File: config.mk
export PLATFORM = sky130hd
export DESIGN_NAME = modo2_gravador_controle
export DESIGN_NICKNAME = d
export VERILOG_FILES = /design/src/rtl/modo2_gravador_controle.sv
export SDC_FILE = /design/constraint.sdc
export NUM_CORES = 1
export LEC_CHECK = 0
export BUFFER_PORTS_ARGS = -buffer_cell sky130_fd_sc_hd__buf_2
export CAP_MARGIN = 20
export CORE_MARGIN = 2
export CORE_UTILIZATION = 48
export DETAILED_ROUTE_END_ITERATION = 6
export GPL_TIMING_DRIVEN = 0
export PLACE_DENSITY = 0.76
export SETUP_SLACK_MARGIN = 0.15
export SLEW_MARGIN = 40
export SYNTH_ARGS = -nofsm -noshare
export SYNTH_HDL_FRONTEND = slang
export SYNTH_SLANG_ARGS = --single-unit
File: constraint.sdc
create_clock -name clock -period 1.6 [get_ports clock]
set_input_delay 0 -clock clock [delete_from_list [all_inputs] [get_ports clock]]
set_output_delay 0 -clock clock [all_outputs]
set_load 0.1 [all_outputs]
File: src/rtl/modo2_gravador_controle.sv
// -----------------------------------------------------------------------------
// modo2_gravador_controle
// Control unit for FPGAudio mode 2 (record and playback).
// Recording stores each key press in the shared note memory as {code, dur},
// where dur is the number of metronome ticks the key was held.
// Playback reads the notes back in order and drives the tone generator.
//
// Ports:
//   clock            system clock, rising edge
//   reset            synchronous active-high reset, returns to OCIOSO
//   gravar           start recording (sampled only in OCIOSO)
//   reproduzir       start playback (sampled only in OCIOSO)
//   parar            stop the current recording or playback
//   tick             metronome pulse, one cycle wide
//   nota_ativa       a key is held
//   nota_codigo      code of the held key
//   mem_dado_lido    memory read data {code, dur}, 1-cycle read latency
//   mem_endereco     memory address
//   mem_dado_escrita memory write data {code, dur}
//   mem_we           memory write strobe, one cycle wide
//   toca             tone generator enable
//   nota_saida       note code for the tone generator (0 when silent)
//   gravando         high in the recording states
//   reproduzindo     high in the playback states
//   cheia            high while the memory holds 2^ADDR_W notes
//   fim_reproducao   one-cycle pulse when playback completes
//   n_notas          number of recorded notes
//   db_estado        current state encoding (debug)
// -----------------------------------------------------------------------------
module modo2_gravador_controle #(
    parameter int ADDR_W = 4,
    parameter int NOTE_W = 4,
    parameter int DUR_W  = 6
) (
    input  logic                      clock,
    input  logic                      reset,
    input  logic                      gravar,
    input  logic                      reproduzir,
    input  logic                      parar,
    input  logic                      tick,
    input  logic                      nota_ativa,
    input  logic [NOTE_W-1:0]         nota_codigo,
    input  logic [NOTE_W+DUR_W-1:0]   mem_dado_lido,
    output logic [ADDR_W-1:0]         mem_endereco,
    output logic [NOTE_W+DUR_W-1:0]   mem_dado_escrita,
    output logic                      mem_we,
    output logic                      toca,
    output logic [NOTE_W-1:0]         nota_saida,
    output logic                      gravando,
    output logic                      reproduzindo,
    output logic                      cheia,
    output logic                      fim_reproducao,
    output logic [ADDR_W:0]           n_notas,
    output logic [3:0]                db_estado
);

    localparam logic [3:0] OCIOSO    = 4'd0;
    localparam logic [3:0] G_ESPERA  = 4'd1;
    localparam logic [3:0] G_NOTA    = 4'd2;
    localparam logic [3:0] G_ESCREVE = 4'd3;
    localparam logic [3:0] R_LE      = 4'd4;
    localparam logic [3:0] R_CARREGA = 4'd5;
    localparam logic [3:0] R_TOCA    = 4'd6;
    localparam logic [3:0] R_PROX    = 4'd7;
    localparam logic [3:0] R_FIM     = 4'd8;

    localparam logic [ADDR_W:0]   N_ZERO     = {(ADDR_W+1){1'b0}};
    localparam logic [ADDR_W:0]   N_UM       = {{ADDR_W{1'b0}}, 1'b1};
    localparam logic [ADDR_W:0]   CAPACIDADE = {1'b1, {ADDR_W{1'b0}}};
    localparam logic [ADDR_W-1:0] END_ZERO   = {ADDR_W{1'b0}};
    localparam logic [ADDR_W-1:0] END_UM     = {{(ADDR_W-1){1'b0}}, 1'b1};
    localparam logic [DUR_W-1:0]  DUR_ZERO   = {DUR_W{1'b0}};
    localparam logic [DUR_W-1:0]  DUR_UM     = {{(DUR_W-1){1'b0}}, 1'b1};
    localparam logic [DUR_W-1:0]  DUR_MAX    = {DUR_W{1'b1}};
    localparam logic [NOTE_W-1:0] COD_ZERO   = {NOTE_W{1'b0}};

    logic [3:0]        estado_r;
    logic [3:0]        estado_prox_s;
    logic [ADDR_W:0]   n_notas_r;
    logic [ADDR_W-1:0] endereco_r;
    logic [NOTE_W-1:0] codigo_r;
    logic [DUR_W-1:0]  dur_r;
    logic [DUR_W-1:0]  contador_r;
    logic              parar_visto_r;

    logic [DUR_W-1:0]  dur_gravada_s;
    logic              fim_nota_s;
    logic              ultima_nota_s;
    logic              enche_s;

    // A zero-tick press is stored as one tick so playback never gets dur = 0.
    assign dur_gravada_s = (dur_r == DUR_ZERO) ? DUR_UM : dur_r;
    // This tick completes the note; a dur of 0 read back from memory ends on the first tick.
    assign fim_nota_s    = ((contador_r + DUR_UM) == dur_r) || (dur_r == DUR_ZERO);
    // The note being left in R_PROX is the last recorded one.
    assign ultima_nota_s = (({1'b0, endereco_r}) + N_UM) == n_notas_r;
    // The write in progress fills the memory.
    assign enche_s       = (n_notas_r + N_UM) == CAPACIDADE;

    // State register.
    always_ff @(posedge clock) begin
        if (reset) begin
            estado_r <= OCIOSO;
        end else begin
            estado_r <= estado_prox_s;
        end
    end

    // Next-state logic.
    always_comb begin
        estado_prox_s = OCIOSO;
        case (estado_r)
            OCIOSO: begin
                if (gravar) begin
                    estado_prox_s = G_ESPERA;
                end else if (reproduzir) begin
                    estado_prox_s = (n_notas_r == N_ZERO) ? R_FIM : R_LE;
                end else begin
                    estado_prox_s = OCIOSO;
                end
            end
            G_ESPERA: begin
                if (parar) begin
                    estado_prox_s = OCIOSO;
                end else if (nota_ativa) begin
                    estado_prox_s = G_NOTA;
                end else begin
                    estado_prox_s = G_ESPERA;
                end
            end
            G_NOTA: begin
                if (parar || !nota_ativa) begin
                    estado_prox_s = G_ESCREVE;
                end else begin
                    estado_prox_s = G_NOTA;
                end
            end
            G_ESCREVE: begin
                if (parar_visto_r || enche_s) begin
                    estado_prox_s = OCIOSO;
                end else begin
                    estado_prox_s = G_ESPERA;
                end
            end
            R_LE: begin
                estado_prox_s = parar ? OCIOSO : R_CARREGA;
            end
            R_CARREGA: begin
                estado_prox_s = parar ? OCIOSO : R_TOCA;
            end
            R_TOCA: begin
                if (parar) begin
                    estado_prox_s = OCIOSO;
                end else if (tick && fim_nota_s) begin
                    estado_prox_s = R_PROX;
                end else begin
                    estado_prox_s = R_TOCA;
                end
            end
            R_PROX: begin
                if (parar) begin
                    estado_prox_s = OCIOSO;
                end else if (ultima_nota_s) begin
                    estado_prox_s = R_FIM;
                end else begin
                    estado_prox_s = R_LE;
                end
            end
            R_FIM: begin
                estado_prox_s = OCIOSO;
            end
            default: begin
                estado_prox_s = OCIOSO;
            end
        endcase
    end

    // Datapath registers: note count, playback address, latched note and tick counters.
    always_ff @(posedge clock) begin
        if (reset) begin
            n_notas_r     <= N_ZERO;
            endereco_r    <= END_ZERO;
            codigo_r      <= COD_ZERO;
            dur_r         <= DUR_ZERO;
            contador_r    <= DUR_ZERO;
            parar_visto_r <= 1'b0;
        end else begin
            case (estado_r)
                OCIOSO: begin
                    if (gravar) begin
                        n_notas_r <= N_ZERO;
                    end else if (reproduzir) begin
                        endereco_r <= END_ZERO;
                    end
                end
                G_ESPERA: begin
                    if (!parar && nota_ativa) begin
                        codigo_r      <= nota_codigo;
                        dur_r         <= DUR_ZERO;
                        parar_visto_r <= 1'b0;
                    end
                end
                G_NOTA: begin
                    if (parar) begin
                        parar_visto_r <= 1'b1;
                    end
                    // A tick coinciding with the release is not counted.
                    if (tick && nota_ativa && (dur_r != DUR_MAX)) begin
                        dur_r <= dur_r + DUR_UM;
                    end
                end
                G_ESCREVE: begin
                    n_notas_r <= n_notas_r + N_UM;
                end
                R_CARREGA: begin
                    codigo_r   <= mem_dado_lido[NOTE_W+DUR_W-1:DUR_W];
                    dur_r      <= mem_dado_lido[DUR_W-1:0];
                    contador_r <= DUR_ZERO;
                end
                R_TOCA: begin
                    if (tick) begin
                        contador_r <= contador_r + DUR_UM;
                    end
                end
                R_PROX: begin
                    endereco_r <= endereco_r + END_UM;
                end
                default: begin
                end
            endcase
        end
    end

    // Moore output decode from the state and datapath registers.
    always_comb begin
        mem_endereco     = endereco_r;
        mem_dado_escrita = {NOTE_W+DUR_W{1'b0}};
        mem_we           = 1'b0;
        toca             = 1'b0;
        nota_saida       = COD_ZERO;
        gravando         = 1'b0;
        reproduzindo     = 1'b0;
        fim_reproducao   = 1'b0;
        case (estado_r)
            G_ESPERA, G_NOTA: begin
                gravando     = 1'b1;
                mem_endereco = n_notas_r[ADDR_W-1:0];
            end
            G_ESCREVE: begin
                gravando         = 1'b1;
                mem_endereco     = n_notas_r[ADDR_W-1:0];
                mem_dado_escrita = {codigo_r, dur_gravada_s};
                mem_we           = 1'b1;
            end
            R_LE, R_CARREGA, R_PROX: begin
                reproduzindo = 1'b1;
            end
            R_TOCA: begin
                reproduzindo = 1'b1;
                toca         = 1'b1;
                nota_saida   = codigo_r;
            end
            R_FIM: begin
                reproduzindo   = 1'b1;
                fim_reproducao = 1'b1;
            end
            default: begin
                mem_endereco = endereco_r;
            end
        endcase
    end

    assign cheia     = (n_notas_r == CAPACIDADE);
    assign n_notas   = n_notas_r;
    assign db_estado = estado_r;

endmodule

Word-level counts from Yosys, hierarchy flattened:

Index checks and enable logic that the tools add are counted.

* bitwise gates (word level): 0
* reduce and logical (&&, ||, !) cells: 26
* shifts and indexed selects: 0
* multiply operators: 0
* mux-type cells: 38
* div/mod/pow operators: 0
* $add $sub $neg: 5
* $lt $le $gt $ge: 0
* eq/ne operators: 20

Operator list (number)
* $mux W4: 10
* $pmux W4 S8: 1
* $mux W6: 4
* $pmux W6 S3: 1
* $eq A4 B3 Y1 const B: 4
* $pmux W4 S2: 2
* $ne A2 B2 Y1 const B: 7
* $add A6 B1 Y6 const B: 2
* $pmux W6 S2: 1
* $eq A5 B5 Y1 const B: 2
* $mux W1: 10
* $mux W10: 1
* $pmux W5 S2: 1
* $reduce_bool A2 Y1: 5
* $mux W3: 3
* $reduce_and A3 Y1: 3
* $eq A4 B2 Y1 const B: 2
* $eq A6 B6 Y1: 1
* $logic_not A6 Y1: 1
* $ne A6 B6 Y1 const B: 1
* $reduce_and A2 Y1: 3
* $add A4 B1 Y5 const B: 1
* $add A5 B1 Y5 const B: 1
* $eq A5 B5 Y1: 1
* other kinds (14): 21

* bits in latches: 0
* bits in read-only memories: 0
* input port bits: 21
* memories kept: 0
* word-level logic and storage cells: 96
* register bits after elaboration: 30
* output and inout bits: 33
* memory bits (writable): 0

Longest topological paths before layout:

* depth after elaboration: 7
* gate-level depth with buffers: 7
* mapped depth without buffers: 6

Worst setup path before layout:

No wires, ideal clock.

* path type: register to output
* from: register estado_r[3], in the netlist db_estado[3]
* to: output port reproduzindo
* data required time: 1.600 ns
* cell stages (with the launch flop): 5
* path slack: -3.509 ns
* buffers on the path: 1
* arrival time: 5.109 ns
* cells stage by stage: dfxtp_1 clkbuf_8 inv_1 nor4_1 a21o_1

* word-level cells in the longest chain between the ends: 3
* elaborated cells between the ends (all ways): 7
* classes of those cells: 5 x eq/ne; 1 x mux; 1 x reduce/logical

Ends and longest elaborated chain
* start: declaration: line 77 `logic [3:0] estado_r;`
* start signal: assignment: line 105 `estado_r <= estado_prox_s;`
* $eq A4 B4 Y1 / $eq A4 B3 Y1 (equally long branches): line 244 `case (estado_r)`
* $reduce_or A5 Y1 (no line) *
* $mux W1 *: line 244
* end: declaration: line 50 `output logic reproduzindo,`

Every way passes the cells marked *; elsewhere a longest branch is shown, timed or not.

Worst setup path after layout:

* from: register estado_r[3], in the netlist db_estado[3]
* to: output port mem_endereco[0]

* word-level cells in the longest chain between the ends: 3
* elaborated cells between the ends (all ways): 5
* classes of those cells: 3 x eq/ne; 1 x mux; 1 x reduce/logical

Ends and longest elaborated chain
* $eq A4 B2 Y1 / $eq A4 B1 Y1 (equally long branches): line 244
* $reduce_or A3 Y1 (no line) *
* $mux W4 *: line 244
* end: declaration: line 44 `output logic [ADDR_W-1:0] mem_endereco,`

Marks and branches as above.

==> impl_metrics.csv <==
group,metric,value,unit
status,status,"finished with violations",
status,violations,"hold timing, setup timing",
sta,grt_setup_unrepaired,"yes",
detailed_routing,route.detailed.wl_per_inst,21.2,microns
die,die-area,5150,sq um
cts,worst_skew_pair.late_latency,0.29,ns
global_routing,globalRouteOverflowTotal,0,
worst_setup_path,timing.critical_path.slowest_cell_delay,0.36,ns
logic_synthesis,synth-async-reset-ratio,0,
sta,tightestPinTransition,0.702,ns
worst_setup_path,rr_endpoint,"dur_r[1]",
sta,timing.final.setup_violations,20,
worst_setup_path,critical_path.slowest_cell,"sky130_fd_sc_hd__mux2_4",
logic_synthesis,syn_inst,281,
worst_setup_path,cp.arrival,1.76,ns
logic_synthesis,post_synth_edffs,0,
die,floorplan.die.width,71.8,microns
pwr,powerDensity,563,nW/um^2
logic_synthesis,ys.warnings.count,0,
global_routing,grt_first_pass_wirelength,12100,microns
place,gp_congestion,0.837,
cts,cts_max_level,2,
cts,cts_tree,"built",
detailed_routing,pre_repair_dr_iteration_count,6,
worst_setup_path,largest_driver_fanout_on_the_critical_path,5,
global_routing,gr-usage-met1,0.382,
global_routing,grt_max_degree,11,
pwr,static-leakage-power,0.00146,uW
sta,final_max_slew_viol_count,0,
logic_synthesis,postSynthNetCount,308,
worst_setup_path,timing.critical_path.cells,"or2_1 > clkbuf_8 > nor2_4 > mux2_4 > buf_12",
sta,finalSetupTns,-1.70,ns
worst_hold_path,worstHoldStart,"mem_dado_lido[8]",
final_layout,footprint_of_the_multi_input_gates,1760,sq um
cts,clockRootBuffer,"sky130_fd_sc_hd__clkbuf_8",
cts,path_clk_slew,0.07,ns
sta,setup_slack,-0.156,ns
worst_setup_path,worstSetupStartpointType,"flip-flop",
sta,period_needed,1.76,ns
detailed_routing,drt_iter0_drc,239,
worst_setup_path,timing.reg2reg.setup_slack,-0.15,ns
final_layout,mostFrequentLayoutCells,"32 x sky130_fd_sc_hd__buf_2, 25 x sky130_fd_sc_hd__nor2_1, 24 x sky130_fd_sc_hd__nand2_1",
logic_synthesis,synth.cell_area,2200,sq um
detailed_routing,detail_route.drc_violations,0,
final_layout,drive_above_1_share,0.509,
global_routing,grt_use_met2,0.507,
worst_setup_path,r2r_start,"db_estado[1]",
job,cap_violations,0,
worst_hold_path,min_to,"codigo_r[2]",
global_routing,first_global_vias,2465,
place,place_ws,-0.217,ns
logic_synthesis,synth.ff_latch_count,30,
detailed_routing,vias_per_cell,6.56,
die,initial_core_util,0.503,
worst_hold_path,hold_class,"in2reg",
sta,skew,0.00510,ns
worst_hold_path,timing.hold.worst_path_depth,3,
final_layout,layout_commonest_cell,"sky130_fd_sc_hd__buf_2",
worst_setup_path,reg2regPathDepth,6,
global_routing,gr-usage-met3,0.0633,
detailed_routing,detailroute.via_count,2803,
worst_setup_path,worst_ep_required_time,1.60,ns
final_layout,num-fill-cells,231,
die,std_cell_rows,24,
die,core,4380,sq um
sta,fin_hold_ws,-0.00126,ns
worst_setup_path,worstSetupEndpointType,"primary output",
die,dieHeight,71.8,microns
global_routing,grt.busiest_layer,"met2",
logic_synthesis,ys_seq_area_frac,0.272,
logic_synthesis,avg_inst_size_synth,7.85,sq um
cts,sink_count,30,
final_layout,final_nets,401,
final_layout,num_antenna_cells,0,
place,hpwlAfterDp,4280,microns
logic_synthesis,yosysUniqueCellTypes,61,
final_layout,area.growth.synth_to_final,67.3,%
sta,slew-limit-headroom,0.532,
worst_setup_path,critical_path_class,"reg2out",
final_layout,regArea,642,sq um
detailed_routing,ant_nets,0,
sta,hold_violations,1,
place,place.port_buffers,52,
detailed_routing,detail_route.wirelength,9040,microns
cts,clockBufferDepth,2,
die,design.portCount,54,
sta,max_freq,570,MHz
global_routing,globalRouteTotalUtil,0.300,
pwr,irDropWorstVdd,0.000578,V
logic_synthesis,postSynth.topFlopCell,"sky130_fd_sc_hd__dfxtp_1",
sta,ratio_of_final_minimum_period_to_clock_period,1.10,
cts,cts_inserted_buffers,5,
global_routing,number_of_antenna_violations_at_the_first_check_in_global_routing,0,
## Yosys cell counts (all sizes together), types with 2 or more instances
master / count / area (sq um)
a21boi: 2 / 15.0
o21ai: 12 / 60.1
buf: 7 / 47.5
a31o: 2 / 17.5
and4bb: 2 / 25.0
nand3b: 3 / 22.5
a21o: 4 / 32.5
and4b: 2 / 20.0
and3: 6 / 37.5
nor3: 7 / 35.0
ha: 6 / 75.1
nand4bb: 2 / 22.5
nor2: 33 / 126
or2: 4 / 27.5
nand4b: 3 / 26.3
xnor2: 7 / 61.3
and2: 11 / 71.3
o31ai: 4 / 30.0
a22oi: 4 / 30.0
a311oi: 6 / 52.6
mux2: 4 / 45.0
inv: 9 / 33.8
dfxtp: 30 / 601
a21oi: 20 / 100
xor2: 4 / 35.0
a211oi: 6 / 45.0
o211ai: 2 / 15.0
clkbuf: 10 / 60.1
nand3: 14 / 70.1
and2b: 2 / 16.3
nand2b: 7 / 51.3
nand2: 26 / 97.6
nor4: 2 / 12.5
or3: 2 / 12.5
a2111oi: 2 / 18.8
## stage by stage
step | total power (uW) | std cells | hold WS, ns | area [sq um] | utilization
2_1_floorplan | 1160 | 281 | 0.157 | 2360 | -
3_3_place_gp | 1260 | 385 | 0.273 | 2680 | 0.612
3_5_place_dp | 1260 | 385 | 0.281 | 2680 | 0.612
4_1_cts | 1970 | 417 | 0.00757 | 3430 | 0.782
5_1_grt | 2130 | 427 | 0.0215 | 3690 | 0.841
6_report | 2070 | 427 | -0.00126 | 3690 | 0.841
## report_power, final
part	switching, uW	internal [uW]
Sequential	39.1	758
Clock	310	347
Combinational	391	229
Total	741	1330
## timing repair
item / 4_1_cts / 5_1_grt
setup buffers: 19 / 10
setup endpoints to repair: 45 / 48
resized for setup: 131 / 50
hold buffers: 5 / 0
cloned: 1 / 0
pin swaps: 19 / 19
hold endpoints to repair: 4 / 0
## worst max path at each step
stage	to	slack [ns]	depth (start not counted)	from
2_1_floorplan	reproduzindo	-0.68	4	db_estado[3]
3_3_place_gp	db_estado[2]	-0.22	6	endereco_r[0]
3_5_place_dp	contador_r[5]	-0.22	7	db_estado[3]
4_1_cts	mem_endereco[0]	-0.11	5	db_estado[3]
5_1_grt	dur_r[1]	-0.20	6	db_estado[1]
6_report	mem_endereco[0]	-0.16	5	db_estado[3]
## critical path, delay by kind of cell (launching register included)
family,cells,cell delay (ns)
and+or+nand+nor,2,0.43
buffers and inverters,2,0.32
DFF,1,0.35
muxes,1,0.36
## flip-flops by register name (all words and copies together), names as in the netlist
signal,cells
codigo_r,4
contador_r,6
db_estado,4
dur_r,6
endereco_r,4
n_notas,5
parar_visto_r,1
## metal layers
metal | up-vias | part of all wire | routed length, microns
met4 | 0 | 0.045 | 405
met2 | 224 | 0.48 | 4370
met1 | 1312 | 0.38 | 3420
li1 | 1209 | - | -
met3 | 58 | 0.093 | 844
met5 | - | 0 | 0
## cell type report
type	count	area share
Inverter	9	0.0119
Timing Repair Buffer	87	0.244
Tap cell	52	0.0176
Sequential cell	30	0.174
Clock inverter	1	0.00136
Buffer	17	0.0499
Clock buffer	7	0.0234
Multi-Input combinational cell	224	0.478
## logic make-up after synthesis
family | after synthesis | synth area share
buf+inv | 27 | 0.0681
mux | 4 | 0.0204
xor+xnor | 12 | 0.0539
simple gates | 128 | 0.313
flops | 30 | 0.272
compound gates | 74 | 0.238
fa+ha+maj | 6 | 0.0341
(Power assumes the default switching activity.)
